$ cat config.mk
export PLATFORM = sky130hd
export DESIGN_NAME = mux4_scan_sequencer_flat
export DESIGN_NICKNAME = d
export VERILOG_FILES = /design/src/rtl/mux4_scan_sequencer_if.sv /design/src/rtl/mux4_scan_sequencer.sv /design/src/flat_wrapper.sv
export SDC_FILE = /design/constraint.sdc
export NUM_CORES = 1
export LEC_CHECK = 0
export CAP_MARGIN = 20
export CORE_MARGIN = 1.5
export CORE_UTILIZATION = 43
export DETAILED_ROUTE_END_ITERATION = 8
export GPL_TIMING_DRIVEN = 0
export RECOVER_POWER = 25
export SLEW_MARGIN = 20
export SYNTH_ARGS = -nofsm -noshare
export SYNTH_HDL_FRONTEND = slang
export SYNTH_SLANG_ARGS = --single-unit
$ cat constraint.sdc
create_clock -name clk -period 3.35 [get_ports clk]
set_input_delay 1.005 -clock clk [delete_from_list [all_inputs] [get_ports clk]]
set_output_delay 1.005 -clock clk [all_outputs]
set_load 0.02 [all_outputs]
$ cat src/rtl/mux4_scan_sequencer_if.sv
// Handshake bundle between the scan sequencer and its 4:1 mux.
// Ports: start/continuous/mux_in in; sel/busy/data_out/data_valid out.
interface mux4_scan_sequencer_if;
  logic       start;
  logic       continuous;
  logic       mux_in;
  logic [1:0] sel;
  logic       busy;
  logic [3:0] data_out;
  logic       data_valid;

  modport master (
    output start, continuous, mux_in,
    input  sel, busy, data_out, data_valid
  );

  modport slave (
    input  start, continuous, mux_in,
    output sel, busy, data_out, data_valid
  );
endinterface

$ cat src/rtl/mux4_scan_sequencer.sv
// Scans a 4:1 mux channel by channel, DWELL cycles each, and publishes
// a 4-bit frame. Ports: clk, rst (sync, active-high), bus (slave side).
module mux4_scan_sequencer #(
  parameter int DWELL = 4
) (
  input logic                  clk,
  input logic                  rst,
  mux4_scan_sequencer_if.slave bus
);

  typedef enum logic {
    IDLE,
    SCAN
  } state_t;

  localparam logic [7:0] LAST = 8'(DWELL - 1);

  state_t     state;
  logic [7:0] cnt;
  logic [1:0] sel;
  logic       busy;
  logic [3:0] samp;
  logic [3:0] dout;
  logic       dv;
  logic [3:0] nxt;

  // Sample set including the bit captured this edge, so the
  // channel-3 edge can publish a complete frame in one step.
  always_comb begin
    nxt      = samp;
    nxt[sel] = bus.mux_in;
  end

  always_ff @(posedge clk) begin
    if (rst) begin
      state <= IDLE;
      cnt   <= '0;
      sel   <= '0;
      busy  <= 1'b0;
      samp  <= '0;
      dout  <= '0;
      dv    <= 1'b0;
    end else begin
      dv <= 1'b0;
      unique case (state)
        IDLE: begin
          if (bus.start) begin
            state <= SCAN;
            busy  <= 1'b1;
            sel   <= '0;
            cnt   <= '0;
          end
        end
        SCAN: begin
          if (cnt == LAST) begin
            cnt  <= '0;
            samp <= nxt;
            sel  <= sel + 2'd1;
            if (sel == 2'd3) begin
              dout <= nxt;
              dv   <= 1'b1;
              if (!bus.continuous) begin
                state <= IDLE;
                busy  <= 1'b0;
              end
            end
          end else begin
            cnt <= cnt + 8'd1;
          end
        end
        default: state <= IDLE;
      endcase
    end
  end

  assign bus.sel        = sel;
  assign bus.busy       = busy;
  assign bus.data_out   = dout;
  assign bus.data_valid = dv;

endmodule

$ cat src/flat_wrapper.sv
// flat-port wrapper written by rule: the top's interface ports become plain ports
module mux4_scan_sequencer_flat 
#(
  parameter int DWELL = 4
)
  (clk, rst, bus_start, bus_continuous, bus_mux_in, bus_sel, bus_busy, bus_data_out, bus_data_valid);
  mux4_scan_sequencer_if bus_i ();
  input logic clk;
  input logic rst;
  input wire logic [$bits(bus_i.start)-1:0] bus_start;
  input wire logic [$bits(bus_i.continuous)-1:0] bus_continuous;
  input wire logic [$bits(bus_i.mux_in)-1:0] bus_mux_in;
  output wire logic [$bits(bus_i.sel)-1:0] bus_sel;
  output wire logic [$bits(bus_i.busy)-1:0] bus_busy;
  output wire logic [$bits(bus_i.data_out)-1:0] bus_data_out;
  output wire logic [$bits(bus_i.data_valid)-1:0] bus_data_valid;
  assign bus_i.start = bus_start;
  assign bus_i.continuous = bus_continuous;
  assign bus_i.mux_in = bus_mux_in;
  assign bus_sel = bus_i.sel;
  assign bus_busy = bus_i.busy;
  assign bus_data_out = bus_i.data_out;
  assign bus_data_valid = bus_i.data_valid;
  mux4_scan_sequencer #(.DWELL(DWELL)) u_core (.clk(clk), .rst(rst), .bus(bus_i));
endmodule
==> impl_metrics.csv, run 1 <==
group,metric,value,unit
run_status,status,"finished clean",
critical_path,cpMaxStageDelayCell,"clkdlybuf4s50_1",
clocking,cts_buffers,3,
synthesis,syn-cell-area,1020,um^2
synthesis,avgSynthCellArea,9.18,um^2
timing,period_needed,2.37,ns
floorplan,die_y,51.7,um
global_routing,antenna_found_initial,0,
timing,hold_viol,0,
power,power_per_cell_area,351,nW/um^2
synthesis,synth_largest_area_cell,"dfxtp_1",
timing,post-route-worst-setup-slack,0.983,ns
finish,layout-drive-gt1-share,7.87,%
synthesis,synth_flop_cell,"dfxtp_1",
clocking,cts-root-buf,"clkbuf_4",
critical_path,crit_fanout,5,
timing,finClkSkew,0.000547,ns
run,max_cap_violations,0,
global_routing,grt_first_pass_wirelength,3460,um
synthesis,synth_edf_count,0,
power,pwr-share-clk,34.0,%
finish,syn_to_final_growth,17.6,%
clocking,postCtsSetupBuffers,0,
floorplan,dieArea,2670,um^2
critical_path,critPathArrivalTime,1.36,ns
route,routedWlPerCell,13.3,um
clocking,cts.sink_count,20,
critical_path,r2r-end,"u_core.cnt[5]$_SDFFE_PP0P_",
route,ant_nets,0,
floorplan,dieWidth,51.7,um
critical_path,path_delay_family,"buffers and inverters",
timing,tns,0,ns
placed_design,preCtsSetupSlack,0.796,ns
clocking,insertion_delay,0.30,ns
route,drtIter0Drc,23,
timing,fin_hold_ws,0.479,ns
finish,nets,139,
global_routing,grt_max_degree,12,
route,wl,2060,um
route,drc,0,
floorplan,core_area,2230,um^2
placed_design,portBuffers,12,
critical_path,rr_worst_depth,6,
synthesis,synth.most_common_cell,"dfxtp_1",
power,seq_power_share,58.3,%
power,power_frac_comb,7.8,%
hold_path,hold-path-endpoint,"u_core.bus.data_out[3]$_SDFFE_PP0P_",
synthesis,async_reset_ff_share,0,%
floorplan,start_util,45.6,%
critical_path,start_kind,"register",
synthesis,synthCells,111,
power,vdd_drop_max,229,uV
global_routing,grt_pass1_vias,754,
synthesis,synthTopCellsByArea,"dfxtp_1 (39%), ha_1 (7.4%), mux2i_1 (6.9%)",
critical_path,path_cells,"clkdlybuf4s50_1",
power,swShare,23.4,%
timing,timing.fmax,422,MHz
clocking,cts_tree,"yes",
synthesis,seq_area_frac_synth,39.3,%
timing,rsz0062_at_grt,"false",
synthesis,synth_cell_types,32,
route,vias_per_cell,5.45,
critical_path,max_stage_delay,0.63,ns
clocking,hold_buffers,0,
floorplan,ioPinCount,13,
clocking,cts_buffer_depth,2,
critical_path,worstReg2RegStart,"u_core.cnt[0]$_SDFFE_PP0P_",
critical_path,path_buf_inv,1,
placed_design,place_congestion,0.778,
critical_path,cp.required,2.34,ns
critical_path,worstSetupPathType,"reg2out",
timing,slew-limit-headroom,67.1,%
synthesis,ys_ff_latch,20,
floorplan,std_cell_rows,17,
hold_path,hold_start,"u_core.bus.data_out[3]$_SDFFE_PP0P_",
power,p_switching,0.0983,mW
power,internal_power,0.321,mW
timing,slew_violations,0,
timing,finalSetupViolCount,0,
route,route.vias.total,844,
finish,n_antenna_cell,0,
critical_path,critPathCaptureType,"output pin",
route,drt_pass1_iterations,4,
critical_path,ff2ff_setup_slack,1.36,ns
hold_path,whs_path_depth,2,
clocking,path_clk_slew,0.12,ns
placed_design,dp_hpwl,1500,um
synthesis,yosys_warnings,0,
clocking,ctsResizeCount,0,
power,leakagePower,0.455,nW
global_routing,track_usage,17.7,%
clocking,htreeDepth,1,
synthesis,synth_top_area_share,39.3,%
hold_path,hold_path_class,"reg2reg",
synthesis,synthTopCellsByCount,"dfxtp_1 (20), nor2_1 (13), nand3_1 (10), a21oi_1 (8)",
timing,finalCritPeriodShare,70.7,%
finish,fill_cells,213,
synthesis,synth_nets,122,
timing,worst_pin_slew,0.494,ns
global_routing,grt-ovfl-total,0,
## worst register-to-register path, cell delays in order, from the launching register on
cell and delay [ns]:
dfxtp_1 0.43, ha_1 0.22, nor4b_1 0.30, clkbuf_1 0.40, a21oi_1 0.25, a31oi_1 0.22, a31oi_1 0.05
## state kept, by name, indices dropped and copies added (netlist names)
| name | cells |
|---|---|
| u_core.bus.busy | 1 |
| u_core.bus.data_out | 4 |
| u_core.bus.data_valid | 1 |
| u_core.bus.sel | 2 |
| u_core.cnt | 8 |
| u_core.samp | 3 |
| u_core.state | 1 |
## worst max path at each step
stage                                    from  slack (ns)  cells after the start                               end
2_1_floorplan                             rst        1.58                      3  u_core.bus.data_valid$_SDFF_PP0_
5_1_grt        u_core.bus.sel[0]$_SDFFE_PP0P_        0.94                      1                        bus_sel[0]
4_1_cts        u_core.bus.sel[1]$_SDFFE_PP0P_        0.96                      1                        bus_sel[1]
6_report       u_core.bus.sel[1]$_SDFFE_PP0P_        0.98                      1                        bus_sel[1]
3_5_place_dp                              rst        0.80                      4       u_core.samp[2]$_SDFFE_PP0P_
3_3_place_gp                              rst        0.80                      4    u_core.bus.sel[0]$_SDFFE_PP0P_
## layer usage
layer | part of all wire, % | track usage [%] | routed length [um]
met1 | 52 | 26.2 | 1070
met2 | 43 | 25.4 | 875
met3 | 4.0 | 2.59 | 82
met4 | 1.5 | 7.89 | 31
met5 | 0 | 0 | 0
## power by group through the flow
stage               combinational [mW]  sequential (mW)  clock (mW)
finish                          0.0326            0.244       0.143
global route                    0.0360            0.245       0.162
CTS                             0.0332            0.244       0.149
detailed placement              0.0330            0.250           0
global placement                0.0327            0.250           0
floorplan                       0.0186            0.250           0
## layout make-up
cell class,instances,area (um^2),area share (%)
Timing Repair Buffer,12,120,10.0
Inverter,2,7.51,0.627
Tap cell,28,35.0,2.93
Multi-Input combinational cell,83,571,47.6
Buffer,6,27.5,2.30
Sequential cell,20,400,33.4
Clock buffer,4,36.3,3.03
## cells by family (layout without fill, tap and decap cells)
logic type / count (synthesis) / after routing / share of synthesized area [%]
AND/OR/NAND/NOR: 47 / 47 / 26.9
AO/OA/AOI/OAI: 21 / 21 / 14.3
buffers and inverters: 8 / 24 / 3.56
flip-flops: 20 / 20 / 39.3
multiplexers: 7 / 7 / 6.88
adder cells (fa/ha/maj): 6 / 6 / 7.37
XOR/XNOR: 2 / 2 / 1.72
## metrics by stage
step	power, mW	std cells	util (%)	cell area, um^2
5_1_grt	0.443	155	53.6	1200
3_3_place_gp	0.282	151	52.5	1170
6_report	0.420	155	53.6	1200
3_5_place_dp	0.283	151	52.5	1170
2_1_floorplan	0.269	111	-	1020
4_1_cts	0.427	155	54.2	1210
## cell usage in the layout (no fill, tap or decap), drive strengths merged, types with 3 or more instances in the layout
cell           count
a211oi             3
a21oi              8
a31oi              4
clkbuf             9
clkdlybuf4s50     11
dfxtp             20
ha                 6
mux2i              7
nand2              7
nand3             10
nor2              13
nor3               3
Note: power is estimated with default switching activity, not from simulation.
==> inputs of run 2 (changes only) <==
Settings changed: PLACE_DENSITY set to 0.67.
Clock period 3.35 ns to 1.9 ns, I/O delays scaled along.
==> run 2 against run 1 <==
Against the previous run: clock-buffer cell count fell by 1; clock power grew 34%; sequential power grew 77%; combinational power increased by 81%; via count shrank 3.0%; utilization grew 0.11 points; non-clock buffer count stayed put; design area up 0.21%; register-to-register slack lost 1.1 ns; die area did not move; largest cell class unchanged.
==> impl_metrics.csv, run 2 (synthesis gave the netlist of run 1 again) <==
group,metric,value,unit
run_status,status,"finished clean",
global_routing,gr-usage-met3,3.45,%
timing,timing.fmax,556,MHz
power,leakagePower,0.464,nW
critical_path,r2r-end,"u_core.bus.busy$_SDFFE_PP0P_",
hold_path,hold-path-endpoint,"u_core.bus.data_out[3]$_SDFFE_PP0P_",
power,power_per_cell_area,568,nW/um^2
clocking,postCtsSetupBuffers,0,
clocking,cts_buffers,3,
clocking,hold_buffers,0,
floorplan,start_util,45.6,%
timing,worst_pin_slew,0.466,ns
global_routing,grt-ovfl-total,0,
timing,finalCritPeriodShare,94.7,%
floorplan,std_cell_rows,17,
critical_path,cp.required,1.33,ns
critical_path,rr_worst_depth,6,
global_routing,grt_first_pass_wirelength,3490,um
finish,n_antenna_cell,0,
critical_path,crit_fanout,2,
route,vias_per_cell,5.32,
route,drc,0,
clocking,path_clk_slew,0.11,ns
route,wl,1910,um
finish,layout-drive-gt1-share,10.3,%
timing,slew_violations,0,
critical_path,start_kind,"register",
placed_design,dp_hpwl,1450,um
critical_path,critPathArrivalTime,1.23,ns
clocking,cts_tree,"yes",
route,routedWlPerCell,12.4,um
hold_path,whs_path_depth,2,
finish,layout_common_cells,"dfxtp_1 (20), nor2_1 (13), nand3_1 (10), clkdlybuf4s50_1 (10)",
finish,nets,139,
global_routing,top_usage_layer,"met2",
clocking,cts-root-buf,"clkbuf_4",
floorplan,ioPinCount,13,
timing,period_needed,1.80,ns
finish,post-route-util,53.7,%
route,drtIter0Drc,13,
timing,hold_viol,0,
run,max_cap_violations,0,
finish,largest_register_ffs,8,
hold_path,hold_start,"u_core.bus.data_out[3]$_SDFFE_PP0P_",
floorplan,die_y,51.7,um
critical_path,critPathCaptureType,"output pin",
critical_path,worstSetupPathType,"reg2out",
route,ant_nets,0,
power,vdd_drop_max,340,uV
global_routing,grt_use_met1,23.9,%
critical_path,path_buf_inv,1,
floorplan,core_area,2230,um^2
critical_path,path_delay_family,"buffers and inverters",
global_routing,grt_util_met2,27.1,%
clocking,htreeDepth,1,
finish,largest-register,"u_core.cnt",
global_routing,antenna_found_initial,0,
timing,finClkSkew,0.00565,ns
global_routing,track_usage,17.3,%
finish,layout_commonest_cell,"dfxtp_1",
placed_design,place_congestion,0.783,
timing,tns,0,ns
route,route.vias.total,819,
floorplan,dieArea,2670,um^2
clocking,insertion_delay,0.29,ns
critical_path,path_cells,"clkdlybuf4s50_1",
critical_path,max_stage_delay,0.60,ns
floorplan,dieWidth,51.7,um
critical_path,worstReg2RegStart,"u_core.cnt[0]$_SDFFE_PP0P_",
timing,fin_hold_ws,0.458,ns
clocking,ctsResizeCount,2,
hold_path,hold_path_class,"reg2reg",
route,drt_pass1_iterations,4,
global_routing,grt_pass1_vias,780,
critical_path,ff2ff_setup_slack,0.22,ns
critical_path,cpMaxStageDelayCell,"clkdlybuf4s50_1",
placed_design,portBuffers,12,
finish,syn_to_final_growth,17.8,%
clocking,cts_buffer_depth,2,
timing,slew-limit-headroom,68.9,%
clocking,cts.sink_count,20,
finish,fill_cells,226,
timing,finalSetupViolCount,0,
global_routing,grt_max_degree,11,
-- run 2: stage by stage --
step           std cells  instance area [um^2]  total power [mW]  worst slack [ns]
2_1_floorplan        111                  1020             0.474             0.422
3_3_place_gp         151                  1170             0.498            -0.163
3_5_place_dp         151                  1170             0.499            -0.191
4_1_cts              154                  1190             0.693            0.0838
5_1_grt              154                  1200             0.727          -0.00149
6_report             154                  1200             0.681             0.101
-- run 2: layout make-up --
cell class | instances | area (um^2) | area share (%)
Multi-Input combinational cell | 83 | 586 | 48.8
Sequential cell | 20 | 400 | 33.4
Timing Repair Buffer | 12 | 118 | 9.80
Tap cell | 28 | 35.0 | 2.92
Buffer | 6 | 31.3 | 2.61
Clock buffer | 3 | 22.5 | 1.88
Inverter | 2 | 7.51 | 0.626
-- run 2: report_power, final --
part	switching, mW	total, mW	internal (mW)
Sequential	0.00595	0.431	0.425
Clock	0.118	0.192	0.0735
Combinational	0.0332	0.0590	0.0258
Total	0.157	0.681	0.524
-- run 2: routing by layer --
metal	up-vias	wire length, um
met3	2	42
met4	0	17
met5	-	0
li1	428	-
met1	381	956
met2	8	889
-- run 2: worst max path at each step --
stage / cells after the start / startpoint / end / slack (ns)
after floorplan: 6 / u_core.cnt[0]$_SDFFE_PP0P_ / u_core.cnt[5]$_SDFFE_PP0P_ / 0.42
after global placement: 4 / rst / u_core.cnt[4]$_SDFFE_PP0P_ / -0.16
after detailed placement: 4 / rst / u_core.bus.sel[1]$_SDFFE_PP0P_ / -0.19
after CTS: 1 / u_core.bus.data_out[2]$_SDFFE_PP0P_ / bus_data_out[2] / 0.08
after global routing: 6 / u_core.cnt[0]$_SDFFE_PP0P_ / u_core.bus.busy$_SDFFE_PP0P_ / -0.001
final: 1 / u_core.bus.data_out[0]$_SDFFE_PP0P_ / bus_data_out[0] / 0.10
==> inputs of run 3 (changes only) <==
Settings changed: CORE_MARGIN 1.5 to 3.
==> run 3 against run 2 <==
Against the previous run: fmax decreased by 1.2%; setup slack got worse by 0.023 ns; worst hold slack improved by 0.020 ns; combinational power about the same; global-route usage fell by 1.3 points; cell count shrank 0.65%; non-clock buffer count unchanged; sequential cell count did not move; utilization is 3.2 points higher; via count increased by 1.2%; critical path depth unchanged; sequential share of layout area up 0.10 points; largest power group unchanged.
==> impl_metrics.csv, run 3 (synthesis gave the netlist of run 1 again) <==
group,metric,value,unit
clocking,path_clk_slew,0.11,ns
route,routedWlPerCell,12.9,um
power,power_per_cell_area,575,nW/um^2
critical_path,critPathCaptureType,"output pin",
critical_path,worstSetupPathType,"reg2out",
global_routing,top_usage_layer,"met2",
route,ant_nets,0,
floorplan,dieWidth,54.7,um
timing,rsz0062_at_grt,"false",
timing,timing.fmax,549,MHz
global_routing,grt_pass1_vias,811,
route,vias_per_cell,5.42,
placed_design,place_inst,150,
power,p_switching,0.164,mW
power,swShare,23.8,%
global_routing,grt_first_pass_wirelength,3430,um
finish,layout-drive-gt1-share,10.3,%
clocking,cts-root-buf,"clkbuf_4",
finish,syn_to_final_growth,17.4,%
finish,layout_commonest_cell,"dfxtp_1",
clocking,cts_buffer_depth,2,
power,leakagePower,0.463,nW
floorplan,ioPinCount,13,
global_routing,grt-ovfl-total,0,
critical_path,crit_fanout,2,
timing,hold_viol,0,
finish,layout_common_cells,"dfxtp_1 (20), nor2_1 (13), nand3_1 (10), clkdlybuf4s50_1 (10)",
power,power_frac_comb,8.6,%
placed_design,portBuffers,12,
finish,n_antenna_cell,0,
timing,finalCritPeriodShare,95.9,%
global_routing,track_usage,16.0,%
timing,finalSetupViolCount,0,
clocking,htreeDepth,1,
floorplan,dieArea,2990,um^2
route,route.vias.total,829,
clocking,cts_buffers,3,
finish,largest_register_ffs,8,
global_routing,grt_max_degree,11,
critical_path,path_delay_family,"buffers and inverters",
timing,worst_pin_slew,0.467,ns
route,drc,0,
global_routing,gr-usage-met3,2.72,%
finish,stdcell_count,153,
power,vdd_drop_max,413,uV
clocking,insertion_delay,0.29,ns
run,max_cap_violations,0,
global_routing,antenna_found_initial,0,
critical_path,path_cells,"clkdlybuf4s50_1",
critical_path,cpMaxStageDelayCell,"clkdlybuf4s50_1",
timing,finClkSkew,0.00374,ns
timing,period_needed,1.82,ns
timing,slew-limit-headroom,68.9,%
route,drt_pass1_iterations,4,
placed_design,place_congestion,0.822,
power,pwr-share-clk,28.8,%
global_routing,grt_util_met2,24.0,%
finish,multi_input_comb_area,586,um^2
clocking,cts_tree,"yes",
floorplan,start_util,48.5,%
timing,tns,0,ns
clocking,postCtsSetupBuffers,0,
floorplan,std_cell_rows,16,
finish,fill_cells,207,
finish,largest-register,"u_core.cnt",
power,internal_power,0.524,mW
global_routing,grt_use_met1,22.6,%
timing,slew_violations,0,
finish,nets,139,
placed_design,dp_hpwl,1480,um
critical_path,cp.required,1.33,ns
clocking,cts.sink_count,20,
route,wl,1970,um
finish,regArea,400,um^2
critical_path,critPathArrivalTime,1.25,ns
critical_path,path_buf_inv,1,
floorplan,die_y,54.7,um
critical_path,max_stage_delay,0.61,ns
hold_path,hold_path_class,"reg2reg",
run_status,status,"finished clean",
floorplan,core_area,2100,um^2
route,drtIter0Drc,5,
critical_path,start_kind,"register",
power,seq_power_share,62.6,%
==> run 3: metrics by stage <==
step | setup slack [ns] | cell area [um^2] | total power, mW | hold slack, ns | util [%]
global route | 0.00477 | 1200 | 0.719 | 0.512 | 56.9
detailed placement | -0.204 | 1170 | 0.499 | 0.468 | 55.8
CTS | 0.0715 | 1190 | 0.690 | 0.490 | 56.7
global placement | -0.183 | 1170 | 0.498 | 0.449 | 55.8
finish | 0.0783 | 1200 | 0.688 | 0.478 | 56.9
floorplan | 0.422 | 1020 | 0.474 | 0.450 | -
==> run 3: routing by layer <==
| layer | vias up | routed length, um |
|---|---|---|
| li1 | 428 | - |
| met2 | 24 | 831 |
| met4 | 0 | 18 |
| met3 | 2 | 108 |
| met1 | 375 | 1010 |
| met5 | - | 0 |
==> run 3: path summary, 6_finish.rpt <==
path / startpoint / endpoint / slack (ns) / cells after the start
hold / removal: u_core.bus.data_out[3]$_SDFFE_PP0P_ / u_core.bus.data_out[3]$_SDFFE_PP0P_ / 0.48 / 2
setup / recovery: u_core.bus.data_out[1]$_SDFFE_PP0P_ / bus_data_out[1] / 0.08 / 1
setup reg to reg: u_core.cnt[0]$_SDFFE_PP0P_ / u_core.bus.busy$_SDFFE_PP0P_ / 0.17 / 6
hold reg to reg: u_core.bus.data_out[3]$_SDFFE_PP0P_ / u_core.bus.data_out[3]$_SDFFE_PP0P_ / 0.48 / 2
==> run 3: cell type report <==
cell class | instances | area share, %
flip-flops and latches | 20 | 33.5
repair buffers | 12 | 9.83
clock buffers | 3 | 1.88
plain buffers | 6 | 2.41
inverters | 2 | 0.628
well taps | 27 | 2.82
multi-input cells | 83 | 49.0
==> run 3: repair_timing <==
action | in CTS | in global routing
resized for setup | 2 | 2
hold buffers | 0 | 0
endpoints found under the setup margin | 2 | 3
==> run 3: power by group through the flow <==
stage               combinational (mW)  sequential (mW)  clock [mW]
floorplan                       0.0328            0.441           0
global placement                0.0577            0.440           0
detailed placement              0.0586            0.440           0
CTS                             0.0588            0.431       0.200
global route                    0.0653            0.433       0.221
finish                          0.0591            0.431       0.198
